===== src/rtl/alu_defines.sv =====
// Shared ALU opcodes plus the scheduler's in-flight tag type.
package alu_defines;

  typedef enum logic [2:0] {
    ALU_ADD = 3'd0,
    ALU_SUB = 3'd1,
    ALU_AND = 3'd2,
    ALU_OR  = 3'd3,
    ALU_XOR = 3'd4,
    ALU_SLL = 3'd5,
    ALU_SRL = 3'd6,
    ALU_SRA = 3'd7
  } alu_op_t;

  localparam int unsigned ALU_LATENCY = 2;
  // Wide enough for the largest supported requester count (16).
  localparam int unsigned TAG_ID_W    = 4;

  typedef struct packed {
    logic                valid;
    logic [TAG_ID_W-1:0] id;
  } sched_tag_t;

endpackage


===== src/rtl/rr_arbiter.sv =====
// Round-robin pick: first eligible requester at or after ptr, wrapping modulo N.
module rr_arbiter #(
  parameter  int unsigned N    = 4,
  localparam int unsigned ID_W = $clog2(N)
) (
  input  logic [N-1:0]    eligible,
  input  logic [ID_W-1:0] ptr,
  output logic [N-1:0]    grant,
  output logic [ID_W-1:0] grant_id
);

  logic            found;
  logic [ID_W-1:0] idx;

  always_comb begin
    grant    = '0;
    grant_id = '0;
    found    = 1'b0;
    idx      = '0;
    for (int unsigned k = 0; k < N; k++) begin
      idx = ID_W'((32'(ptr) + k) % N);
      if (!found && eligible[idx]) begin
        found       = 1'b1;
        grant[idx]  = 1'b1;
        grant_id    = idx;
      end
    end
  end

endmodule


===== src/rtl/alu_rr_scheduler.sv =====
// Round-robin front end sharing one pipelined ALU between NUM_REQ requesters,
// with a tag pipe that routes each result back to the requester that issued it.
module alu_rr_scheduler
  import alu_defines::*;
#(
  parameter int unsigned NUM_REQ    = 4,
  parameter int unsigned DATA_WIDTH = 32
) (
  input  logic                                 clk,
  input  logic                                 rst,
  input  logic                                 flush,
  input  logic [NUM_REQ-1:0]                   req_valid,
  output logic [NUM_REQ-1:0]                   req_ready,
  input  logic [NUM_REQ-1:0][DATA_WIDTH-1:0]   req_a,
  input  logic [NUM_REQ-1:0][DATA_WIDTH-1:0]   req_b,
  input  alu_op_t [NUM_REQ-1:0]                req_op,
  input  logic [NUM_REQ-1:0]                   req_mask,
  output logic [NUM_REQ-1:0]                   resp_valid,
  output logic [DATA_WIDTH-1:0]                resp_y,
  output logic                                 alu_valid_in,
  output logic [DATA_WIDTH-1:0]                alu_a,
  output logic [DATA_WIDTH-1:0]                alu_b,
  output alu_op_t                              alu_op,
  output logic                                 alu_flush,
  input  logic                                 alu_valid_out,
  input  logic [DATA_WIDTH-1:0]                alu_y,
  output logic [31:0]                          issue_count,
  output logic                                 err_sticky
);

  localparam int unsigned ID_W = $clog2(NUM_REQ);

  logic [NUM_REQ-1:0]              eligible, grant;
  logic [ID_W-1:0]                 grant_id, ptr_q, ptr_d;
  logic                            transfer, tag_mismatch, resp_fire;
  sched_tag_t [ALU_LATENCY-1:0]    tag_q, tag_d;
  logic [31:0]                     issue_count_q, issue_count_d;
  logic                            err_q, err_d;

  assign eligible = req_valid & req_mask;

  rr_arbiter #(.N(NUM_REQ)) u_arb (
    .eligible (eligible),
    .ptr      (ptr_q),
    .grant    (grant),
    .grant_id (grant_id)
  );

  // Nothing is accepted while in reset or while flushing.
  always_comb begin
    req_ready    = (rst || flush) ? '0 : grant;
    transfer     = |req_ready;
    alu_valid_in = transfer;
    alu_a        = req_a[grant_id];
    alu_b        = req_b[grant_id];
    alu_op       = req_op[grant_id];
    alu_flush    = flush;
  end

  // Results are routed by the oldest tag; a flush also hides the result leaving the ALU now.
  always_comb begin
    tag_mismatch = alu_valid_out != tag_q[ALU_LATENCY-1].valid;
    resp_fire    = alu_valid_out && tag_q[ALU_LATENCY-1].valid && !flush && !rst;
    resp_valid   = '0;
    for (int unsigned i = 0; i < NUM_REQ; i++) begin
      resp_valid[i] = resp_fire && (tag_q[ALU_LATENCY-1].id == TAG_ID_W'(i));
    end
    resp_y = alu_y;
  end

  always_comb begin
    ptr_d = ptr_q;
    if (transfer) begin
      ptr_d = ID_W'((32'(grant_id) + 32'd1) % NUM_REQ);
    end
    tag_d[0].valid = transfer;
    tag_d[0].id    = TAG_ID_W'(grant_id);
    for (int unsigned s = 1; s < ALU_LATENCY; s++) begin
      tag_d[s] = tag_q[s-1];
    end
    if (flush) begin
      for (int unsigned s = 0; s < ALU_LATENCY; s++) begin
        tag_d[s].valid = 1'b0;
      end
    end
    issue_count_d = issue_count_q + 32'(transfer);
    err_d         = err_q | tag_mismatch;
  end

  always_ff @(posedge clk) begin
    if (rst) begin
      ptr_q         <= '0;
      tag_q         <= '0;
      issue_count_q <= '0;
      err_q         <= 1'b0;
    end else begin
      ptr_q         <= ptr_d;
      tag_q         <= tag_d;
      issue_count_q <= issue_count_d;
      err_q         <= err_d;
    end
  end

  assign issue_count = issue_count_q;
  assign err_sticky  = err_q;

endmodule


===== config.mk =====
export PLATFORM = sky130hd
export DESIGN_NAME = alu_rr_scheduler
export DESIGN_NICKNAME = d
export VERILOG_FILES = /design/src/rtl/alu_defines.sv /design/src/rtl/rr_arbiter.sv /design/src/rtl/alu_rr_scheduler.sv
export SDC_FILE = /design/constraint.sdc
export NUM_CORES = 1
export LEC_CHECK = 0
export CAP_MARGIN = 30
export CORE_AREA = 5 5 175 177
export CTS_CLUSTER_SIZE = 16
export DETAILED_ROUTE_END_ITERATION = 8
export DIE_AREA = 0 0 180 182
export PLACE_DENSITY_LB_ADDON = 0.15
export SKIP_LAST_GASP = 1
export SYNTH_ARGS = -nofsm -noshare
export SYNTH_HDL_FRONTEND = slang
export SYNTH_SLANG_ARGS = --single-unit

===== constraint.sdc =====
create_clock -name clk -period 6.41 [get_ports clk]
set_clock_uncertainty 0.1 [all_clocks]
set_input_delay 0.641 -clock clk [delete_from_list [all_inputs] [get_ports clk]]
set_output_delay 0.641 -clock clk [all_outputs]
set_load 0.05 [all_outputs]

==> Word-level counts from Yosys, hierarchy flattened <==
Cells that the tools add are included.
{ "totals": {"reg_bits": 45, "input_bits": 312, "out_inout_bits": 142, "elab_cells": 88} }
{ "classes": {"addsub": 5, "magnitude_cmp": 9, "eq_ne": 4, "mux": 34, "n_bitwise": 5, "n_reduce_logical": 23} }
{ "op_table": {"columns": ["cell", "count"], "rows": [
  ["$bmux 32 s2", 2],
  ["$mux 32", 2],
  ["$add 32x1->32", 1],
  ["$mux 4", 5],
  ["$lt 2x3->1 const B", 5],
  ["$logic_and 1x1->1", 14],
  ["$or 4x4->4", 3],
  ["$mux 1", 11],
  ["$bmux 1 s2", 4],
  ["$demux 1 s2", 4],
  ["$eq 4x2->1 const B", 2],
  ["$ge 2x1->1 const B", 4],
  ["$mux 2", 4],
  ["$bmux 3 s2", 1],
  ["$logic_not 1->1", 5],
  ["$add 2x1->2 const B", 2],
  ["$add 2x2->2 const B", 2],
  ["$and 4x4->4", 1],
  ["$eq 4x1->1 const B", 1],
  ["$logic_not 4->1", 1],
  ["$reduce_or 4->1", 1],
  ["$mux 3", 1],
  ["$reduce_or 2->1", 1],
  ["$logic_or 1x1->1", 1],
  ["2 further kinds", 2]
]} }

==> Depth between registers and ports, before layout <==
{ "logic_depth": {"depth_word": 16, "mapped_depth": 18, "depth_no_buf": 16} }

==> Modules after synthesis <==
From an unflattened synthesis, not the netlist that was laid out.
{ "hier_totals": {"hier_cells": 397, "hier_area_um2": 4182.8} }
{ "by_module_without_submodules": {"columns": ["mod", "n_inst", "cells_per_inst", "area_each_um2", "seq_area_each_um2"], "rows": [
  ["alu_rr_scheduler", 1, 332, 3693.5, 820.8],
  ["rr_arbiter", 1, 65, 489.2, 0.0]
]} }

==> Least setup slack after synthesis <==
No wires, ideal clock.
{ "synth_path": {"path_kind": "input-to-reg", "startpoint": "input req_valid[1]", "endpoint": "register issue_count_q[30], in the netlist issue_count[30]", "arrival_time_ns": 5.004, "required_time_ns": 6.239, "slack_ns": 1.235, "cell_stages": 16, "cell_sequence": "and2_0 -> buf_2 -> mux4_2 -> a2111oi_4 -> a22oi_1 -> a31oi_1 -> or4_4 -> ha_1 -> ha_1 -> and3_1 -> clkbuf_1 -> nand4_1 -> nor2_1 -> nand2_1 -> or3_1 -> a21oi_1"} }
{ "synth_via": {"elab_chain_cells": 16, "word_cells_on_any_way": 28, "cone_classes": "add/sub (1); mux (16); bitwise (4); reduce/logical (7)"} }
{ "synth_lines": {"columns": ["element", "line", "text"], "rows": [
  ["start, declared", "alu_rr_scheduler.sv:12", "input logic [NUM_REQ-1:0] req_valid,"],
  ["$and 4x4->4 (*)", "alu_rr_scheduler.sv:40", "assign eligible = req_valid & req_mask;"],
  ["$bmux 1 s2", "rr_arbiter.sv:22", "if (!found && eligible[idx]) begin"],
  ["$mux 1 (implied by the code)", "rr_arbiter.sv:22", null],
  ["$mux 1", "rr_arbiter.sv:22", null],
  ["$logic_not 1->1", "rr_arbiter.sv:22", null],
  ["$logic_and 1x1->1", "rr_arbiter.sv:22", null],
  ["$mux 1", "rr_arbiter.sv:22", null],
  ["$logic_not 1->1", "rr_arbiter.sv:22", null],
  ["[2 not listed]", null, null],
  ["$logic_not 1->1", "rr_arbiter.sv:22", null],
  ["$logic_and 1x1->1", "rr_arbiter.sv:22", null],
  ["$mux 4 (*)", "rr_arbiter.sv:22", null],
  ["$mux 4 (*)", "alu_rr_scheduler.sv:51", "req_ready = (rst || flush) ? '0 : grant;"],
  ["net req_ready[0]", "alu_rr_scheduler.sv:13", "output logic [NUM_REQ-1:0] req_ready,"],
  ["$reduce_or 4->1 (*)", "alu_rr_scheduler.sv:52", "transfer = |req_ready;"],
  ["net alu_valid_in", "alu_rr_scheduler.sv:20", "output logic alu_valid_in,"],
  ["$add 32x1->32 (*)", "alu_rr_scheduler.sv:86", "issue_count_d = issue_count_q + 32'(transfer);"],
  ["end signal, assigned", "alu_rr_scheduler.sv:99", "issue_count_q <= issue_count_d;"],
  ["end, declared", "alu_rr_scheduler.sv:37", "logic [31:0] issue_count_q, issue_count_d;"]
]} }
Mark *: on every way through the listed nets, which the timed path passes. The rest lies on a longest branch. The select of a mux whose other input is x is not followed.
A chain may end at the register's enable or synchronous reset.

==> Worst setup path in the final report <==
{ "layout_path": {"startpoint": "register ptr_q[0]", "endpoint": "output alu_b[6]"} }
{ "layout_via": {"elab_chain_cells": 14, "word_cells_on_any_way": 26, "cone_classes": "add/sub (3); mux (17); reduce/logical (6)"} }
{ "layout_lines": {"columns": ["element", "line", "text"], "rows": [
  ["start, declared", "alu_rr_scheduler.sv:34", "logic [ID_W-1:0] grant_id, ptr_q, ptr_d;"],
  ["start signal, assigned", "alu_rr_scheduler.sv:97", "ptr_q <= ptr_d;"],
  ["parallel branches: the longest is 11 deep, another holds $add 2x1->2", null, null],
  ["$mux 2 (*)", "rr_arbiter.sv:22", null],
  ["$bmux 32 s2 (*)", "alu_rr_scheduler.sv:55", "alu_b = req_b[grant_id];"],
  ["$mux 32 (implied by the code) (*)", "alu_rr_scheduler.sv:55", null],
  ["end, declared", "alu_rr_scheduler.sv:22", "output logic [DATA_WIDTH-1:0] alu_b,"]
]} }
Mark *: on every way between the ends. The select of a mux whose other input is x is not followed.

==> impl_metrics.yaml <==
run_status:
  outcome: "complete, no violations"
route:
  routed-wl-met3_um: 2416
  routed_via_density: 4.362
  wl_met1_um: 10810
  wl_um: 26810
  wl_met2_um: 13230
  antenna_left: 0
  routed.top_layer: "met4"
  drt_first_pass_iters: 4
  avgRoutedWirePerCell_um: 19.20
  drt_drc_violations_left: 0
  route.vias.total: 6089
  drt_iter0_markers: 233
layout:
  finalInstanceArea_um2: 8770
  fin_cells: 1396
  syn_to_final_growth_pct: 96.94
  final_nets: 1323
  drive_gt1_share_pct: 3.297
  fin_util_pct: 30.15
worst_setup_path:
  crit_required_ns: 5.67
  startpoint_type: "register"
  path_max_fanout: 13
  path_class: "register to output port"
  worst_setup_path_end_kind: "output port"
  crit_arrival_ns: 4.56
placed_design:
  place_congestion: 0.9030
  dp_cells: 1383
  post-place-ws_ns: 1.324
  post-dp-hpwl_um: 22700
  dpl-instance-area_um2: 8584
  io_buffers: 389
sta:
  fin_ws_ns: 1.108
  period_share_pct: 82.72
  worstMarginPinSlew_ns: 0.8363
  max-slew-margin-rel_pct: 44.25
  setup_violations: 0
  whs_ns: 0.3325
  rsz0062_at_grt: "no"
  setup-tns-final_ns: 0
  slew_viol_final: 0
  hold_viol: 0
  max_freq_mhz: 188.6
  finalCriticalPeriod_ns: 5.302
logic_synthesis:
  avgSynthCellArea_um2: 6.607
  synth_nets: 997
  ys_ff_latch: 41
  synth.area.mux_share_pct: 1.292
  synth_common_cells: "155 x nand2_1, 71 x a31oi_1, 70 x and2_1"
  yosys.area_share.simple_pct: 34.53
  seq_area_frac_synth_pct: 18.43
  synth_fa_ha_area_share_pct: 3.091
  synthesis.area_um2: 4453
  synth_largest_area_cell: "dfxtp_1"
  synth_xor_area_share_pct: 5.310
  yosys_most_used_dff: "dfxtp_1"
  synth_cell_type_count: 44
  ys_async_sr_fraction_pct: 0
  synth_top_family_by_area: "simple AND/OR/NAND/NOR gates"
  yosysMostFrequentCell: "nand2_1"
  synth_edf_count: 0
  synthCells: 674
  synth.area.top_cells: "dfxtp_1 18%, nand2_1 13%, a211oi_1 11%"
  ys_warn_count: 0
  synth_top_area_share_pct: 18.43
  synth_compound_area_share_pct: 26.69
clock_network:
  hold_buffers: 0
  numCtsBuffers: 5
  h-tree-depth: 2
  cts_resized: 0
  cts-root-buf: "clkbuf_16"
  clk_pin_slew_worst_paths_ns: 0.06
  clock_latency_ns: 0.28
  cts_setup_buffers: 0
  clockBufferDepth: 2
  clock-sinks: 41
  tritoncts: "done"
pwr:
  max-vdd-ir-drop_uv: 385.7
  p_sw_share_pct: 59.31
  p_clk_share_pct: 7.6
  comb_power_share_pct: 84.7
  power_density_nw_per_um2: 440.5
  internal_power_mw: 1.572
  leakage_nw: 3.093
  power.share.sequential_pct: 7.7
  finalPower_mw: 3.863
  switchingPower_mw: 2.291
global_route:
  grt_usage_pct: 15.26
  grt_max_degree: 67
  grt_pass1_vias: 6177
  grt_first_pass_wirelength_um: 38960
  antenna_found_initial: 3
  grt-ovfl-total: 0
floorplan:
  core_um2: 29090
  rows: 63
  io_pins: 454
  start_util_pct: 15.31
  dieArea_um2: 32760
  dieWidth_um: 180
  fp.dieH_um: 182
run:
  drv_cap: 0
hold_path:
  hold_class: "register to register"
==> routing by layer <==
layer  track usage [%]  vias to the layer above
met4             2.682                        0
met5                 0                        -
met1             18.26                     2811
met3             5.529                       16
li1                  -                     3011
met2             26.63                      251
==> critical path, cell delays in order (launching register included) <==
cell and delay (ns):
dfxtp_1 0.59, inv_2 0.19, ha_1 0.51, nor2_1 0.14, nand4_1 0.12, o22ai_1 0.18, a311oi_4 0.74, buf_4 0.32
a211oi_1 0.07, a31oi_1 0.50, clkdlybuf4s50_1 0.92
==> layout by cell type, fill, tap and decap left out, types with 8 or more instances in the layout <==
cell             Yosys  final
clkdlybuf4s50_1      0    389
nand2_1            155    155
a31oi_1             71     71
and2_1              70     70
a211oi_1            68     68
nor2_1              43     43
dfxtp_1             41     41
nand3_1             17     17
xor2_1              16     16
o21ai_0             14     14
buf_4               33     13
xnor2_1             11     11
ha_1                11     11
nand4_1              8      8
==> power groups by stage <==
stage               Combinational, mW  Sequential (mW)  Clock [mW]
floorplan                        2.09            0.313           0
global placement                 3.32            0.302           0
detailed placement               3.29            0.303           0
CTS                              3.31            0.298       0.302
global route                     3.47            0.302       0.311
finish                           3.27            0.298       0.293
==> kinds of logic after synthesis <==
kind of cell               after synthesis
adders and majority gates               11
xor gates and xnor gates                27
AOI/OAI and AO/OA                      174
muxes                                    4
DFF                                     41
buffers and inverters                   91
and+or+nand+nor                        326
==> state kept, by name, summed over array words and instances (netlist names) <==
name and cells:
tag_d 2, issue_count 32, err_sticky 1, ptr_q 2, tag_q 4
==> path summary, 6_finish.rpt <==
check | slack (ns) | from | cells after the start | end
setup / recovery | 1.11 | ptr_q[0] | 10 | alu_b[6]
hold / removal | 0.33 | tag_q[4] | 1 | tag_q[9]
setup reg to reg | 1.60 | ptr_q[0] | 16 | issue_count[26]
hold reg to reg | 0.33 | tag_q[4] | 1 | tag_q[9]
==> layout make-up <==
cell class,instances,area (um2)
flip-flops and latches,41,820.8
well taps,390,488.0
clock inverters,1,30.03
fillers,3123,20320
repair buffers,405,4051
diodes,5,12.51
multi-input cells,542,3206
inverters,5,18.77
clock buffers,7,142.6
Power figures use the tool's default switching activity.
